$ cat config.mk
export PLATFORM = sky130hd
export DESIGN_NAME = mult_div_unit_flat
export DESIGN_NICKNAME = d
export VERILOG_FILES = /design/src/rtl/mult_div_unit_if.sv /design/src/rtl/mult_div_unit.sv /design/src/flat_wrapper.sv
export SDC_FILE = /design/constraint.sdc
export NUM_CORES = 1
export LEC_CHECK = 0
export CORE_ASPECT_RATIO = 1.2
export CORE_MARGIN = 3
export CORE_UTILIZATION = 50
export CTS_BUF_LIST = sky130_fd_sc_hd__clkbuf_16
export DETAILED_ROUTE_END_ITERATION = 10
export PLACE_DENSITY = 0.7
export SETUP_SLACK_MARGIN = 0.5
export SYNTH_ARGS = -nofsm -noshare
export SYNTH_HDL_FRONTEND = slang
export SYNTH_SLANG_ARGS = --single-unit
$ cat constraint.sdc
create_clock -name clk -period 20.3 [get_ports clk]
set_clock_uncertainty 0.1 [all_clocks]
set_input_delay 5.075 -clock clk [delete_from_list [all_inputs] [get_ports clk]]
set_output_delay 5.075 -clock clk [all_outputs]
set_load 0.05 [all_outputs]
$ cat src/rtl/mult_div_unit_if.sv
// mult_div_unit_if -- control-unit bus for the multiply/divide unit.
//   MULT_control, DIV_control : start requests (sampled by the unit in IDLE only)
//   A, B                      : operands, captured on the start edge
//   HI, LO                    : result (product 63:32 / 31:0, or remainder / quotient)
//   multStop, divStop         : one-cycle completion pulses
//   divZero                   : one-cycle divide-by-zero abort pulse
// Modports: master = control unit, slave = mult_div_unit.
interface mult_div_unit_if;
    logic        MULT_control;
    logic        DIV_control;
    logic [31:0] A;
    logic [31:0] B;
    logic [31:0] HI;
    logic [31:0] LO;
    logic        multStop;
    logic        divStop;
    logic        divZero;

    modport master (
        output MULT_control, DIV_control, A, B,
        input  HI, LO, multStop, divStop, divZero
    );

    modport slave (
        input  MULT_control, DIV_control, A, B,
        output HI, LO, multStop, divStop, divZero
    );
endinterface

$ cat src/rtl/mult_div_unit.sv
// mult_div_unit -- iterative 32x32 signed multiply (radix-2 Booth) and signed
// divide (restoring division on magnitudes, sign fix-up afterwards).
//   clk   : rising-edge clock
//   reset : asynchronous active-high reset
//   bus   : mult_div_unit_if.slave (requests, operands, HI/LO, stop pulses)
// Fixed latency: multiply stop 33 cycles after the start edge, divide 34.
// Optional feature macro DIVZERO_EXC_EN: when defined, a divide with B=0
// aborts in one cycle with divZero=divStop=1 and HI/LO untouched; when
// undefined, divZero stays 0 and B=0 yields HI=A, LO=0xFFFFFFFF.
//
// state | meaning
// IDLE  | waiting for a request; the only state that samples MULT/DIV_control
// MULT  | one Booth iteration per cycle, 32 cycles
// DIV   | one restoring-division iteration per cycle, 32 cycles
// FIX   | apply quotient/remainder signs (or divide-by-zero result)
// DONE  | publish HI/LO and pulse the matching stop signal
module mult_div_unit (
    input  logic              clk,
    input  logic              reset,
    mult_div_unit_if.slave    bus
);
    typedef enum logic [2:0] {S_IDLE, S_MULT, S_DIV, S_FIX, S_DONE} state_t;

    state_t      r_state;
    state_t      w_next;
    logic [4:0]  r_cnt;
    logic [64:0] r_acc;      // {partial product high, multiplier, Booth q-1}
    logic [31:0] r_opa;      // multiplicand, or original dividend for B=0
    logic [31:0] r_quo;
    logic [31:0] r_rem;
    logic [31:0] r_dsr;
    logic        r_sign_a;
    logic        r_sign_b;
    logic        r_is_div;
    logic [31:0] r_hi;
    logic [31:0] r_lo;
    logic        r_mult_stop;
    logic        r_div_stop;
`ifdef DIVZERO_EXC_EN
    logic        r_zero_req;
    logic        r_div_zero;
`endif

    logic        w_last;
    logic [32:0] w_upper;
    logic [32:0] w_addend;
    logic [32:0] w_sum;
    logic [32:0] w_shift;
    logic [31:0] w_diff;
    logic        w_ge;
    logic [31:0] w_abs_a;
    logic [31:0] w_abs_b;

    assign w_last   = (r_cnt == 5'd31);
    assign w_abs_a  = bus.A[31] ? (32'd0 - bus.A) : bus.A;
    assign w_abs_b  = bus.B[31] ? (32'd0 - bus.B) : bus.B;

    // Booth step on a 33-bit upper slice so the most negative multiplicand
    // cannot overflow before the arithmetic shift.
    assign w_upper  = {r_acc[64], r_acc[64:33]};
    assign w_addend = {r_opa[31], r_opa};
    always_comb begin
        w_sum = w_upper;
        case (r_acc[1:0])
            2'b01:   w_sum = w_upper + w_addend;
            2'b10:   w_sum = w_upper - w_addend;
            default: w_sum = w_upper;
        endcase
    end

    // Restoring step: when the shifted remainder is >= divisor the true
    // difference fits in 32 bits, so only the low word is kept.
    assign w_shift = {r_rem, r_quo[31]};
    assign w_ge    = (w_shift >= {1'b0, r_dsr});
    assign w_diff  = w_shift[31:0] - r_dsr;

    always_ff @(posedge clk or posedge reset) begin
        if (reset) r_state <= S_IDLE;
        else       r_state <= w_next;
    end

    always_comb begin
        w_next = r_state;
        case (r_state)
            S_IDLE: begin
                if (bus.MULT_control) begin
                    w_next = S_MULT;
                end else if (bus.DIV_control) begin
`ifdef DIVZERO_EXC_EN
                    w_next = (bus.B == 32'd0) ? S_DONE : S_DIV;
`else
                    w_next = S_DIV;
`endif
                end
            end
            S_MULT:  if (w_last) w_next = S_DONE;
            S_DIV:   if (w_last) w_next = S_FIX;
            S_FIX:   w_next = S_DONE;
            S_DONE:  w_next = S_IDLE;
            default: w_next = S_IDLE;
        endcase
    end

    always_ff @(posedge clk or posedge reset) begin
        if (reset) begin
            r_cnt       <= '0;
            r_acc       <= '0;
            r_opa       <= '0;
            r_quo       <= '0;
            r_rem       <= '0;
            r_dsr       <= '0;
            r_sign_a    <= 1'b0;
            r_sign_b    <= 1'b0;
            r_is_div    <= 1'b0;
            r_hi        <= '0;
            r_lo        <= '0;
            r_mult_stop <= 1'b0;
            r_div_stop  <= 1'b0;
`ifdef DIVZERO_EXC_EN
            r_zero_req  <= 1'b0;
            r_div_zero  <= 1'b0;
`endif
        end else begin
            r_mult_stop <= 1'b0;
            r_div_stop  <= 1'b0;
`ifdef DIVZERO_EXC_EN
            r_div_zero  <= 1'b0;
`endif
            case (r_state)
                S_IDLE: begin
                    if (bus.MULT_control) begin
                        r_acc    <= {32'd0, bus.B, 1'b0};
                        r_opa    <= bus.A;
                        r_cnt    <= '0;
                        r_is_div <= 1'b0;
                    end else if (bus.DIV_control) begin
                        r_opa    <= bus.A;
                        r_quo    <= w_abs_a;
                        r_dsr    <= w_abs_b;
                        r_rem    <= '0;
                        r_sign_a <= bus.A[31];
                        r_sign_b <= bus.B[31];
                        r_cnt    <= '0;
                        r_is_div <= 1'b1;
`ifdef DIVZERO_EXC_EN
                        r_zero_req <= (bus.B == 32'd0);
`endif
                    end
                end
                S_MULT: begin
                    r_acc <= {w_sum, r_acc[32:1]};
                    r_cnt <= r_cnt + 5'd1;
                end
                S_DIV: begin
                    r_rem <= w_ge ? w_diff : w_shift[31:0];
                    r_quo <= {r_quo[30:0], w_ge};
                    r_cnt <= r_cnt + 5'd1;
                end
                S_FIX: begin
                    if (r_dsr == 32'd0) begin
                        r_rem <= r_opa;
                        r_quo <= 32'hFFFF_FFFF;
                    end else begin
                        r_quo <= (r_sign_a ^ r_sign_b) ? (32'd0 - r_quo) : r_quo;
                        r_rem <= r_sign_a ? (32'd0 - r_rem) : r_rem;
                    end
                end
                S_DONE: begin
                    if (r_is_div) begin
`ifdef DIVZERO_EXC_EN
                        if (r_zero_req) begin
                            r_div_zero <= 1'b1;
                        end else begin
                            r_hi <= r_rem;
                            r_lo <= r_quo;
                        end
`else
                        r_hi <= r_rem;
                        r_lo <= r_quo;
`endif
                        r_div_stop <= 1'b1;
                    end else begin
                        r_hi        <= r_acc[64:33];
                        r_lo        <= r_acc[32:1];
                        r_mult_stop <= 1'b1;
                    end
                end
                default: ;
            endcase
        end
    end

    assign bus.HI       = r_hi;
    assign bus.LO       = r_lo;
    assign bus.multStop = r_mult_stop;
    assign bus.divStop  = r_div_stop;
`ifdef DIVZERO_EXC_EN
    assign bus.divZero  = r_div_zero;
`else
    assign bus.divZero  = 1'b0;
`endif
endmodule

$ cat src/flat_wrapper.sv
// flat-port wrapper written by rule: the top's interface ports become plain ports
module mult_div_unit_flat 
  (clk, reset, bus_MULT_control, bus_DIV_control, bus_A, bus_B, bus_HI, bus_LO, bus_multStop, bus_divStop, bus_divZero);
  mult_div_unit_if bus_i ();
  input  logic clk;
  input  logic reset;
  input wire logic [$bits(bus_i.MULT_control)-1:0] bus_MULT_control;
  input wire logic [$bits(bus_i.DIV_control)-1:0] bus_DIV_control;
  input wire logic [$bits(bus_i.A)-1:0] bus_A;
  input wire logic [$bits(bus_i.B)-1:0] bus_B;
  output wire logic [$bits(bus_i.HI)-1:0] bus_HI;
  output wire logic [$bits(bus_i.LO)-1:0] bus_LO;
  output wire logic [$bits(bus_i.multStop)-1:0] bus_multStop;
  output wire logic [$bits(bus_i.divStop)-1:0] bus_divStop;
  output wire logic [$bits(bus_i.divZero)-1:0] bus_divZero;
  assign bus_i.MULT_control = bus_MULT_control;
  assign bus_i.DIV_control = bus_DIV_control;
  assign bus_i.A = bus_A;
  assign bus_i.B = bus_B;
  assign bus_HI = bus_i.HI;
  assign bus_LO = bus_i.LO;
  assign bus_multStop = bus_i.multStop;
  assign bus_divStop = bus_i.divStop;
  assign bus_divZero = bus_i.divZero;
  mult_div_unit u_core (.clk(clk), .reset(reset), .bus(bus_i));
endmodule
==> results.ini <==
[drt]
firstDrtPassIters = 5
drtIter0Drc = 1495
drc = 0
route.vias.total = 17530
postRouteWirelength_mm = 63.24
post_drt_wl_per_cell_microns = 22.87
viasPerCell = 6.341
drtAntennaViolNets = 0

[grt]
grt_pass1_wl_mm = 98.12
grt_pass1_vias = 17040
antenna_found_initial = 0
grt_max_degree = 125
overflow = 0
track_usage_pct = 31.22

[critical_path]
cp.arrival_ns = 9.05
rr_worst_depth = 17
crit_path_end = u_core.r_quo[27]$_DFFE_PP0P_
timing.rr.end = u_core.r_acc[64]$_DFFE_PP0P_
reg2reg_from = u_core.r_opa[11]$_DFFE_PP0P_
worstSetupEndpointType = flip-flop
crit_path_start = bus_A[4]
critPathKind = input pin to flip-flop
cp-start-kind = input pin
r2r_slack_ns = 14.98
crit_path_max_fanout = 5
required_ns = 20.65

[clocking]
numCtsBuffers = 29
root_buffer = clkbuf_16
h-tree-depth = 1
clockBufferDepth = 3
postCtsResizedCells = 0
cts_tree = yes
post_cts.repair.setup_buffers = 0
insertion_delay_ns = 0.57
cts_sinks = 270
clk_pin_slew_ns = 0.06
holdBufCountCts = 0

[sta]
finalSetupViolCount = 0
rsz0062_at_grt = false
finalCritPeriodShare_pct = 42.89
max_freq_ghz = 0.1149
tightestPinTransition_ns = 1.150
worst_slack_ns = 11.59
tns_ns = 0
hold_violations = 0
slew_headroom_pct = 23.36
timing.final.crit_period_ns = 8.707
finalMaxSlewViolations = 0

[floorplan]
die_area_sq_um = 39960
rows = 77
ios = 135
start_util_pct = 50.80
die_x_microns = 183.0
core-area_sq_um = 37000
fp.dieH_microns = 218.4

[yosys]
synthFlopType = dfrtp_1
synth-seq-cells = 270
synth_cell_types = 73
postSynthCellCount = 2222
synth_top_cells_by_count = dfrtp_1, nor2_1, a21oi_1
netlist.area_leader.share_pct = 35.95
syn_avg_cell_area_sq_um = 8.458
yosysMostFrequentCell = dfrtp_1
async_flop_share_pct = 100.0
syn_nets = 2365
synth_edf_count = 0
synth_area_leader_cell = dfrtp_1
syn_area_sq_um = 18790
yosysWarnings = 0
synthTopCellsByArea = dfrtp_1, mux2i_1, a21oi_1
ys_seq_area_share_pct = 35.95

[job]
cap_violations = 0

[power_and_ir_drop]
p_switching_mw = 2.248
power.density_nw_per_um2 = 208.9
vdd_ir_drop_max_uv = 145.5
p_int_mw = 2.210
p_seq_share_pct = 27.4
leakagePower_nw = 8.955
clockPowerShare_pct = 12.0
swShare_pct = 50.43
pwr-share-comb_pct = 60.6
power_mw = 4.458

[final_layout]
diodes = 0
nets = 2413
drive_above_1_share_pct = 5.456
synthToLayoutAreaGrowth_pct = 13.53
postLayoutCellArea_sq_um = 21340

[hold_path]
hp-class = flip-flop to flip-flop

[placed_design]
pre_cts_slack_ns = 11.13
numPortBuffers = 133
dpl_cell_area_sq_um = 20410
gp_congestion = 0.9694
dp_hpwl_mm = 46.38

[status]
status = finished, final reports clean

-- registers in the layout, summed over array words and instances, names as in the netlist, 3 cells and up --
signal,flops
u_core.r_quo,32
u_core.bus.LO,32
u_core.r_cnt,5
u_core.r_state,3
u_core.r_acc,65
u_core.r_opa,32
u_core.bus.HI,32
u_core.r_dsr,32
u_core.r_rem,32
-- cell usage in the layout, fill, tap and decap left out, types with 12 or more instances in the layout --
| cell type | n |
|---|---|
| nand2b_1 | 15 |
| and3_1 | 15 |
| mux2_2 | 32 |
| a21oi_1 | 209 |
| a211oi_1 | 13 |
| nand2_1 | 207 |
| o21a_1 | 13 |
| or3_1 | 27 |
| o211ai_1 | 30 |
| or4_1 | 20 |
| nor4_1 | 34 |
| o31ai_1 | 26 |
| nor3_1 | 45 |
| mux2i_1 | 111 |
| clkdlybuf4s50_1 | 133 |
| ha_1 | 73 |
| o41ai_1 | 13 |
| nand3_1 | 20 |
| o22a_1 | 12 |
| inv_1 | 77 |
| dfrtp_1 | 269 |
| a31oi_1 | 28 |
| o21ai_0 | 199 |
| a32oi_1 | 13 |
| buf_4 | 23 |
| nand4_1 | 17 |
| xnor2_1 | 71 |
| clkbuf_16 | 29 |
| nor2_1 | 227 |
| xor2_1 | 93 |
| a21o_1 | 32 |
-- worst min path at each step --
stage,start,end,depth (start not counted)
after detailed placement,u_core.r_cnt[4]$_DFFE_PP0P_,u_core.r_cnt[4]$_DFFE_PP0P_,1
after floorplan,u_core.r_cnt[2]$_DFFE_PP0P_,u_core.r_cnt[2]$_DFFE_PP0P_,1
final,u_core.r_acc[15]$_DFFE_PP0P_,u_core.r_acc[15]$_DFFE_PP0P_,2
after global routing,u_core.r_acc[28]$_DFFE_PP0P_,u_core.r_acc[28]$_DFFE_PP0P_,2
after global placement,u_core.r_acc[15]$_DFFE_PP0P_,u_core.r_acc[15]$_DFFE_PP0P_,2
after CTS,u_core.r_acc[15]$_DFFE_PP0P_,u_core.r_acc[15]$_DFFE_PP0P_,2
-- power groups by stage --
stage / clock [mW] / sequential (mW) / combinational, mW
detailed placement: 0 / 1.21 / 2.66
finish: 0.534 / 1.22 / 2.70
global route: 0.565 / 1.25 / 2.98
CTS: 0.542 / 1.21 / 2.68
global placement: 0 / 1.21 / 2.62
floorplan: 0 / 1.20 / 1.89
-- final cells by class --
cell class	instances	area, sq um
clock buffers	29	725.7
clock inverters	23	202.7
fillers	3372	15660
inverters	70	270.3
multi-input cells	1743	11280
flip-flops and latches	270	6760
well taps	474	593.1
repair buffers	156	1504
-- through the flow --
stage                     std cells  hold slack [ns]  util [%]
final                          2765           0.4096     57.68
after detailed placement       2713           0.3927     55.17
after floorplan                2222           0.3647         -
after global routing           2765           0.4276     57.68
after global placement         2713           0.3854     55.17
after CTS                      2765           0.4124     57.68
-- kinds of logic (layout without fill, tap and decap cells) --
family,after synthesis,count (layout),synth area share [%]
compound gates,683,683,22.51
simple gates,677,677,16.74
flops,270,270,35.95
buf+inv,209,278,4.234
xor+xnor,164,164,7.643
mux,143,143,7.829
fa+ha+maj,75,75,5.073
other cells,1,1,0.01995
-- critical path: stages --
cell             delay [ns]
clkdlybuf4s50_1        0.50
nor4_1                 0.95
nand4b_1               0.33
or3_1                  0.49
or4_1                  0.58
o21ai_0                0.25
xor2_1                 0.19
nor2_1                 0.07
or4_1                  0.41
a21oi_1                0.15
nor2_1                 0.06
-- metal layers --
layer  part of all wire [%]  up-vias  track usage, %  wire (microns)
li1                       -     8154               -               -
met1                     40     8440           39.00           25130
met2                     48      728           52.41           30430
met3                    6.1      212           4.029            3855
met4                    6.0        0           17.22            3820
met5                      0        -               0               0
Power figures use the tool's default switching activity.
